### config.mk
export PLATFORM = sky130hd
export DESIGN_NAME = wr_ptr_full_ctrl
export DESIGN_NICKNAME = d
export VERILOG_FILES = /design/src/rtl/fifo_pkg.sv /design/src/rtl/ptr_sync.sv /design/src/rtl/wr_ptr_full_ctrl.sv
export SDC_FILE = /design/constraint.sdc
export NUM_CORES = 1
export LEC_CHECK = 0
export ABC_CLOCK_PERIOD_IN_PS = 2940
export CAP_MARGIN = 10
export CORE_MARGIN = 1
export CORE_UTILIZATION = 49
export CTS_CLUSTER_DIAMETER = 30
export CTS_CLUSTER_SIZE = 28
export DETAILED_ROUTE_END_ITERATION = 8
export GPL_TIMING_DRIVEN = 1
export PLACE_DENSITY = 0.77
export SYNTH_ARGS = -nofsm -noshare
export SYNTH_HDL_FRONTEND = slang
export SYNTH_SLANG_ARGS = --single-unit
### constraint.sdc
create_clock -name w_clk -period 2.94 [get_ports w_clk]
set_clock_uncertainty 0.1 [all_clocks]
set_input_delay 0.588 -clock w_clk [delete_from_list [all_inputs] [get_ports w_clk]]
set_output_delay 0.588 -clock w_clk [all_outputs]
set_load 0.02 [all_outputs]
### src/rtl/fifo_pkg.sv
// Pointer helpers shared by the write- and read-side FIFO controllers.
// Functions work on a fixed maximum width; callers zero-extend and truncate.
package fifo_pkg;

    localparam int MAX_PTR_W = 13;

    typedef logic [MAX_PTR_W-1:0] ptr_t;

    function automatic int depth_of(input int addr_width);
        return 1 << addr_width;
    endfunction

    function automatic ptr_t bin2gray(input ptr_t b);
        return b ^ (b >> 1);
    endfunction

    function automatic ptr_t gray2bin(input ptr_t g);
        ptr_t b;
        b[MAX_PTR_W-1] = g[MAX_PTR_W-1];
        for (int i = MAX_PTR_W - 2; i >= 0; i--) begin
            b[i] = b[i+1] ^ g[i];
        end
        return b;
    endfunction

endpackage

### src/rtl/ptr_sync.sv
// Multi-flop synchroniser for a Gray-coded pointer crossing into this clock domain.
module ptr_sync #(
    parameter int WIDTH  = 5,
    parameter int STAGES = 2
) (
    input  logic             i_clk,
    input  logic             i_rst_n,
    input  logic [WIDTH-1:0] i_d,
    output logic [WIDTH-1:0] o_q
);

    logic [STAGES-1:0][WIDTH-1:0] r_sync;

    always_ff @(posedge i_clk or negedge i_rst_n) begin
        if (!i_rst_n) begin
            r_sync <= '0;
        end else begin
            r_sync <= {r_sync[STAGES-2:0], i_d};
        end
    end

    assign o_q = r_sync[STAGES-1];

endmodule

### src/rtl/wr_ptr_full_ctrl.sv
// Write-side async FIFO controller: binary/Gray write pointer, look-ahead full,
// occupancy, almost-full and sticky overflow, all registered in the write domain.
module wr_ptr_full_ctrl
    import fifo_pkg::*;
#(
    parameter int ADDR_WIDTH  = 4,
    parameter int SYNC_STAGES = 2,
    parameter int AFULL_LEVEL = depth_of(ADDR_WIDTH) - 2
) (
    input  logic                  w_clk,
    input  logic                  w_rst,
    input  logic                  winc,
    input  logic [ADDR_WIDTH:0]   r_ptr,
    input  logic                  wovf_clr,
    output logic [ADDR_WIDTH-1:0] waddr,
    output logic [ADDR_WIDTH:0]   w_ptr,
    output logic                  wfull,
    output logic                  walmost_full,
    output logic [ADDR_WIDTH:0]   wcount,
    output logic                  wovf
);

    localparam int PW = ADDR_WIDTH + 1;
    localparam logic [PW-1:0] AFULL_CMP = PW'(AFULL_LEVEL);

    logic [PW-1:0] r_bin;
    logic [PW-1:0] r_gray;
    logic          r_full;
    logic          r_afull;
    logic [PW-1:0] r_count;
    logic          r_ovf;

    logic [PW-1:0] w_rq_ptr;
    logic          w_wen;
    logic [PW-1:0] w_bin_next;
    logic [PW-1:0] w_gray_next;
    logic [PW-1:0] w_rq_bin;
    logic [PW-1:0] w_count_next;
    logic          w_full_next;
    logic          w_afull_next;

    ptr_sync #(
        .WIDTH  (PW),
        .STAGES (SYNC_STAGES)
    ) u_rptr_sync (
        .i_clk   (w_clk),
        .i_rst_n (w_rst),
        .i_d     (r_ptr),
        .o_q     (w_rq_ptr)
    );

    // winc is a request qualified by wfull in the same cycle: accepted only while
    // wfull=0; a refused request changes nothing except setting wovf.
    assign w_wen       = winc & ~r_full;
    assign w_bin_next  = r_bin + {{(PW-1){1'b0}}, w_wen};
    assign w_gray_next = PW'(bin2gray(ptr_t'(w_bin_next)));
    assign w_rq_bin    = PW'(gray2bin(ptr_t'(w_rq_ptr)));

    // Full when the next write pointer has lapped the synchronised read pointer once.
    assign w_full_next  = (w_gray_next == {~w_rq_ptr[PW-1:PW-2], w_rq_ptr[PW-3:0]});
    assign w_count_next = w_bin_next - w_rq_bin;
    assign w_afull_next = (w_count_next >= AFULL_CMP);

    always_ff @(posedge w_clk or negedge w_rst) begin
        if (!w_rst) begin
            r_bin   <= '0;
            r_gray  <= '0;
            r_full  <= 1'b0;
            r_afull <= 1'b0;
            r_count <= '0;
            r_ovf   <= 1'b0;
        end else begin
            r_bin   <= w_bin_next;
            r_gray  <= w_gray_next;
            r_full  <= w_full_next;
            r_afull <= w_afull_next;
            r_count <= w_count_next;
            r_ovf   <= (winc & r_full) | (r_ovf & ~wovf_clr);
        end
    end

    assign waddr        = r_bin[ADDR_WIDTH-1:0];
    assign w_ptr        = r_gray;
    assign wfull        = r_full;
    assign walmost_full = r_afull;
    assign wcount       = r_count;
    assign wovf         = r_ovf;

endmodule
==> results of run 1 <==
[cells in the mapped netlist (all sizes together) (2+ instances only)]
cell    number  share of area
a21boi       2          0.012
buf          2          0.021
dfrtp       27           0.54
ha           6          0.060
inv          9          0.027
nand2        4          0.012
nor2b        3          0.015
o21ai        3          0.012
xnor2       14           0.11
xor2         5          0.035
[state kept, by name, summed over array words and instances, names as in the netlist]
register / cells
wcount: 5
wfull: 1
walmost_full: 1
u_rptr_sync.r_sync: 5
r_bin: 5
u_rptr_sync.o_q: 5
wovf: 1
w_ptr: 4
[cell usage in the layout, fill, tap and decap left out, types with 2 or more instances in the layout]
cell type,synthesis,final
clkbuf_4,0,3
o21ai_0,3,3
nand2_1,4,4
buf_4,0,13
ha_1,6,6
xor2_2,0,2
dfrtp_1,27,27
inv_1,9,9
xor2_1,5,3
xnor2_2,2,2
clkdlybuf4s50_1,0,25
xnor2_1,12,12
nor2b_1,3,3
[worst max path at each step]
stage	depth (start not counted)	slack, ns	from	endpoint
finish	10	0.17	winc	walmost_full$_DFF_PN0_
global route	10	-0.009	u_rptr_sync.o_q[3]$_DFF_PN0_	walmost_full$_DFF_PN0_
CTS	10	0.16	u_rptr_sync.o_q[4]$_DFF_PN0_	walmost_full$_DFF_PN0_
detailed placement	10	-0.12	winc	walmost_full$_DFF_PN0_
global placement	10	0.02	winc	walmost_full$_DFF_PN0_
floorplan	9	0.28	winc	walmost_full$_DFF_PN0_
[worst max-delay path: stages]
cell and delay, ns:
clkdlybuf4s50_1 0.47, nor2b_1 0.18, ha_1 0.23, xnor2_1 0.17, inv_1 0.10, ha_1 0.29, nor2b_1 0.13, o21ai_0 0.24
a21boi_0 0.19, o311ai_1 0.32
[power by group]
group,internal (W),leakage [nW],switching (W)
clock network,0.0000532,0.0150,0.000102
registers,0.000508,0.320,0.000103
logic,0.000703,0.407,0.000620
total,0.00126,0.742,0.000824
[kinds of logic after synthesis]
kind of cell,count (synthesis),share of synthesized area
xor+xnor,21,0.1845
simple gates,17,0.08569
fa+ha+maj,7,0.07661
flops,27,0.5444
buf+inv,11,0.04838
compound gates,10,0.06047
[final cells by class]
cell class | instances | area (µm²) | area share
repair buffers | 38 | 347.8 | 0.2122
clock buffers | 4 | 26.28 | 0.01603
inverters | 9 | 33.78 | 0.02061
well taps | 28 | 35.03 | 0.02137
flip-flops and latches | 27 | 675.6 | 0.4122
multi-input cells | 55 | 520.5 | 0.3176
[per-layer routing]
metal  GRT usage  share of wire  vias to the layer above
li1            -              -                      378
met1      0.2167           0.40                      391
met2      0.3291           0.54                       25
met3     0.02609          0.034                        5
met4      0.1184          0.028                        0
met5           0              0                        -
[per-stage QoR]
stage	area (µm²)	setup slack (ns)	TNS [ns]	util
final	1639	0.1705	0	0.7135
after global routing	1639	-0.009360	-0.009360	0.7135
after CTS	1617	0.1572	0	0.7037
after detailed placement	1590	-0.1202	-0.2189	0.6923
after global placement	1590	0.02122	0	0.6923
after floorplan	1241	0.2820	0	-
[what timing repair did]
action | 4_1_cts | 5_1_grt
setup endpoints to repair | 0 | 2
hold endpoints to repair | 0 | 0
setup buffers | 0 | 1
gates resized for setup | 0 | 3
==> summary.md, run 1 <==
| Metric | Value |
|---|---|
| CTS tree | yes |
| LEAKAGE | 0.7417 nW |
| Slew Viols, Final | 0 |
| Clock Latency Late Sink | 0.32 ns |
| Inserted Clock Buffers | 3 |
| Area grow syn2layout | 32.06% |
| Die Width | 52.33 µm |
| H-tree Lvls | 1 |
| Initial antenna violation count | 0 |
| Gate Count Post-Synth | 93 |
| Crit Path Class | in -> reg |
| Initial DRC Count | 7 |
| Root Driver | clkbuf_4 |
| Gpl congestion | 0.8498 |
| Worst hold endpoint | u_rptr_sync.o_q[1]$_DFF_PN0_ |
| Syn nets | 109 |
| DRT antenna net count | 0 |
| CTS sink cnt | 27 |
| Via count | 799 |
| Register area share after synthesis | 0.5444 |
| EDFF count, synth | 0 |
| Antenna cells | 0 |
| Worst Hold Depth | 0 |
| Slew margin rel. | 0.7688 |
| IO Pins | 26 |
| Core Area | 2297 µm² |
| Wire length per cell | 13.68 µm |
| Ys Warns | 0 |
| Fin Hold WS | 0.2640 ns |
| Reg2Reg Setup Slack | 0.18 ns |
| RR Startpoint | u_rptr_sync.o_q[3]$_DFF_PN0_ |
| First-pass GRT wire length | 3588 µm |
| Distinct cells, synth | 30 |
| Total congestion overflow | 0 |
| Maximum VDD drop | 0.8612 mV |
| Router iterations before antenna repair | 6 |
| Cell Rows | 17 |
| DP Cell Count | 156 |
| Full die area | 2738 µm² |
| #FFs+latches synth | 27 |
| Final Hold Vio Count | 0 |
| Power Total | 0.002088 W |
| Vias in the first global route | 805 |
| Clock slew at reported path FFs | 0.13 ns |
| Async SR Flop Fraction | 1.000 |
| Vias per inst | 4.963 |
| Total of max-cap violations | 0 |
| WP data arrival | 2.90 ns |
| PortBufs | 25 |
| R2r endpoint | walmost_full$_DFF_PN0_ |
| WL final | 2203 µm |
| Final cell count without fillers | 161 |
| # DRC | 0 |
| Outcome | finished, final reports clean |
| Total GRT Usage | 0.1895 |
| Final setup violating endpoints | 0 |
| Fin crit share | 0.9420 |
| Hold Startpoint | u_rptr_sync.r_sync[1]$_DFF_PN0_ |
| Cell Pwr Density | 1274 nW/µm² |
| Clk buf depth | 2 |
| Synthesized area | 1241 µm² |
| Starting density of the core | 0.5403 |
| Crit start category | input port |
| Min cycle time layout | 2.769 ns |
| Data required time of the worst path | 3.07 ns |
| Fmax | 361.1 MHz |
| Avg Inst Size Synth | 13.35 µm² |
| Nets | 150 |
| Synth Flop Type | dfrtp_1 |
| Hold/Removal Path Class | reg -> reg |
| DP Wirelength | 1622 µm |
| CP max FO | 3 |
| Largest net degree at the start of global routing | 28 |
| Crit path capture type | flip-flop |
| Die Ht | 52.33 µm |
| Cell depth of the worst flop-to-flop path | 10 |
| Fillcell total | 178 |
| CTS Hold Buffers Added | 0 |
| Share of cells above drive strength 1 | 0.1729 |
| Worst slew pin tran | 0.3468 ns |
(Power assumes the default switching activity.)
==> run 2: changes to the inputs <==
--- a/config.mk
+++ b/config.mk
@@ -5,15 +5,17 @@
 export SDC_FILE = /design/constraint.sdc
 export NUM_CORES = 1
 export LEC_CHECK = 0
-export ABC_CLOCK_PERIOD_IN_PS = 2940
+export ABC_CLOCK_PERIOD_IN_PS = 2980
 export CAP_MARGIN = 10
+export CELL_PAD_IN_SITES_DETAIL_PLACEMENT = 1
+export CELL_PAD_IN_SITES_GLOBAL_PLACEMENT = 2
 export CORE_MARGIN = 1
-export CORE_UTILIZATION = 49
+export CORE_UTILIZATION = 33
 export CTS_CLUSTER_DIAMETER = 30
 export CTS_CLUSTER_SIZE = 28
 export DETAILED_ROUTE_END_ITERATION = 8
 export GPL_TIMING_DRIVEN = 1
-export PLACE_DENSITY = 0.77
+export PLACE_DENSITY_LB_ADDON = 0.08
 export SYNTH_ARGS = -nofsm -noshare
 export SYNTH_HDL_FRONTEND = slang
 export SYNTH_SLANG_ARGS = --single-unit
==> constraint.sdc (replaced) <==
create_clock -name w_clk -period 2.98 [get_ports w_clk]
set_clock_uncertainty 0.1 [all_clocks]
set_input_delay 0.596 -clock w_clk [delete_from_list [all_inputs] [get_ports w_clk]]
set_output_delay 0.596 -clock w_clk [all_outputs]
set_load 0.02 [all_outputs]
==> summary.md, run 2 (synthesis gave the netlist of run 1 again) <==
| Metric | Value |
|---|---|
| Util after Layout | 0.4856 |
| Final cell count without fillers | 177 |
| Crit Path Class | in -> reg |
| DP Cell Count | 173 |
| Core Area | 3468 µm² |
| Gpl congestion | 0.7542 |
| Sequential share of power | 0.284 |
| Min cycle time layout | 2.817 ns |
| Final Hold Vio Count | 0 |
| Root Driver | clkbuf_8 |
| Fmax | 355.0 MHz |
| Outcome | finished, final reports clean |
| Fin crit share | 0.9453 |
| Inserted Clock Buffers | 3 |
| Full die area | 4011 µm² |
| Vias in the first global route | 874 |
| Most common cell after layout, fill and taps aside | dfrtp_1 |
| Comb power frac | 0.618 |
| First-pass GRT wire length | 4181 µm |
| CP max FO | 5 |
| Antenna cells | 0 |
| Vias per inst | 4.424 |
| DRT antenna net count | 0 |
| Worst slew pin tran | 0.3776 ns |
| Hold/Removal Path Class | reg -> reg |
| WL final | 2321 µm |
| Data required time of the worst path | 3.05 ns |
| Maximum VDD drop | 0.5785 mV |
| Crit start category | input port |
| Dpl ws | -0.1448 ns |
| Fillcell total | 391 |
| Clk pwr share | 0.098 |
| Final setup violating endpoints | 0 |
| Router iterations before antenna repair | 2 |
| RSZ-0062 raised after global routing | no |
| R2r endpoint | walmost_full$_DFF_PN0_ |
| LEAKAGE | 0.7547 nW |
| Clock slew at reported path FFs | 0.09 ns |
| Post-CTS setup buffer count | 0 |
| Total GRT Usage | 0.1386 |
| Slew Viols, Final | 0 |
| Crit path from | winc |
| H-tree Lvls | 1 |
| Total congestion overflow | 0 |
| Clk buf depth | 2 |
| # DRC | 0 |
| Crit path capture type | flip-flop |
| Initial antenna violation count | 0 |
| Die Ht | 63.33 µm |
| PortBufs | 25 |
| Cell Rows | 21 |
| Worst Hold Depth | 0 |
| Hold Startpoint | u_rptr_sync.r_sync[2]$_DFF_PN0_ |
| Die Width | 63.33 µm |
| Cell Pwr Density | 1266 nW/µm² |
| CTS sink cnt | 27 |
| Initial DRC Count | 12 |
| Total of max-cap violations | 0 |
| Largest net degree at the start of global routing | 28 |
| Area grow syn2layout | 35.69% |
| P_int | 0.001293 W |
| Fin Hold WS | 0.2593 ns |
| Wire length per cell | 13.11 µm |
| Slew margin rel. | 0.7483 |
| Switching Fraction | 0.3937 |
| Reg2Reg Setup Slack | 0.24 ns |
| Starting density of the core | 0.3579 |
| IO Pins | 26 |
| Nets | 148 |
| WP data arrival | 2.89 ns |
| Worst hold endpoint | u_rptr_sync.o_q[2]$_DFF_PN0_ |
| Final setup margin | 0.1629 ns |
| Cell depth of the worst flop-to-flop path | 10 |
| Share of cells above drive strength 1 | 0.1985 |
| Clock Latency Late Sink | 0.28 ns |
| CTS tree | yes |
| Via count | 783 |
| Most frequent cells in the layout | dfrtp_1 (27), clkdlybuf4s50_1 (25), buf_4 (11) |
| DP Wirelength | 1747 µm |
| Sw power | 0.0008394 W |
| RR Startpoint | u_rptr_sync.o_q[4]$_DFF_PN0_ |
[run 2: final cells by class]
cell class / count / area [µm²] / area share
clock buffers: 3 / 41.29 / 0.02452
repair buffers: 36 / 332.8 / 0.1976
inverters: 9 / 33.78 / 0.02006
multi-input cells: 55 / 538.0 / 0.3195
well taps: 46 / 57.56 / 0.03418
clock inverters: 1 / 5.005 / 0.002972
flip-flops and latches: 27 / 675.6 / 0.4012
[run 2: timing repair]
action | in CTS | in global routing
hold buffers | 0 | 0
gates resized for setup | 0 | 6
setup endpoints to repair | 0 | 1
[run 2: worst max-delay path, stage by stage]
cell and delay, ns:
clkdlybuf4s50_1 0.47, nor2b_2 0.17, ha_2 0.23, buf_4 0.16, nand3_1 0.15, xnor2_2 0.19, ha_1 0.33, a21boi_0 0.14
or3_1 0.35, o311ai_1 0.11
[run 2: power groups by stage]
stage | Combinational (W) | Sequential (W) | Clock [W]
floorplan | 0.000688 | 0.000723 | 0
global placement | 0.00128 | 0.000604 | 0
detailed placement | 0.00129 | 0.000611 | 0
CTS | 0.00131 | 0.000602 | 0.000221
global route | 0.00146 | 0.000626 | 0.000235
finish | 0.00132 | 0.000605 | 0.000210
[run 2: worst max path at each step]
stage / end / slack, ns / depth (start not counted)
floorplan: walmost_full$_DFF_PN0_ / 0.31 / 9
global placement: walmost_full$_DFF_PN0_ / -0.14 / 10
detailed placement: walmost_full$_DFF_PN0_ / -0.14 / 10
CTS: walmost_full$_DFF_PN0_ / 0.11 / 10
global route: walmost_full$_DFF_PN0_ / 0.03 / 10
finish: walmost_full$_DFF_PN0_ / 0.16 / 10
[run 2: per-layer routing]
layer | global-route usage | share of wire
met1 | 0.1761 | 0.44
met2 | 0.2247 | 0.51
met3 | 0.02536 | 0.031
met4 | 0.06818 | 0.020
met5 | 0 | 0
[run 2: through the flow]
stage	instance area (µm²)	TNS [ns]	power [W]
final	1684	0	0.002132
after global routing	1684	0	0.002320
after CTS	1652	0	0.002133
after detailed placement	1605	-0.2872	0.001905
after global placement	1605	-0.2739	0.001886
after floorplan	1241	0	0.001411
==> run 3: changes to the inputs <==
--- a/config.mk
+++ b/config.mk
@@ -6,7 +6,7 @@
 export NUM_CORES = 1
 export LEC_CHECK = 0
 export ABC_CLOCK_PERIOD_IN_PS = 2980
-export CAP_MARGIN = 10
+export CAP_MARGIN = 20
 export CELL_PAD_IN_SITES_DETAIL_PLACEMENT = 1
 export CELL_PAD_IN_SITES_GLOBAL_PLACEMENT = 2
 export CORE_MARGIN = 1
==> results of run 3 <==
The final DEF is identical to that of run 2; final timing and power are the same.
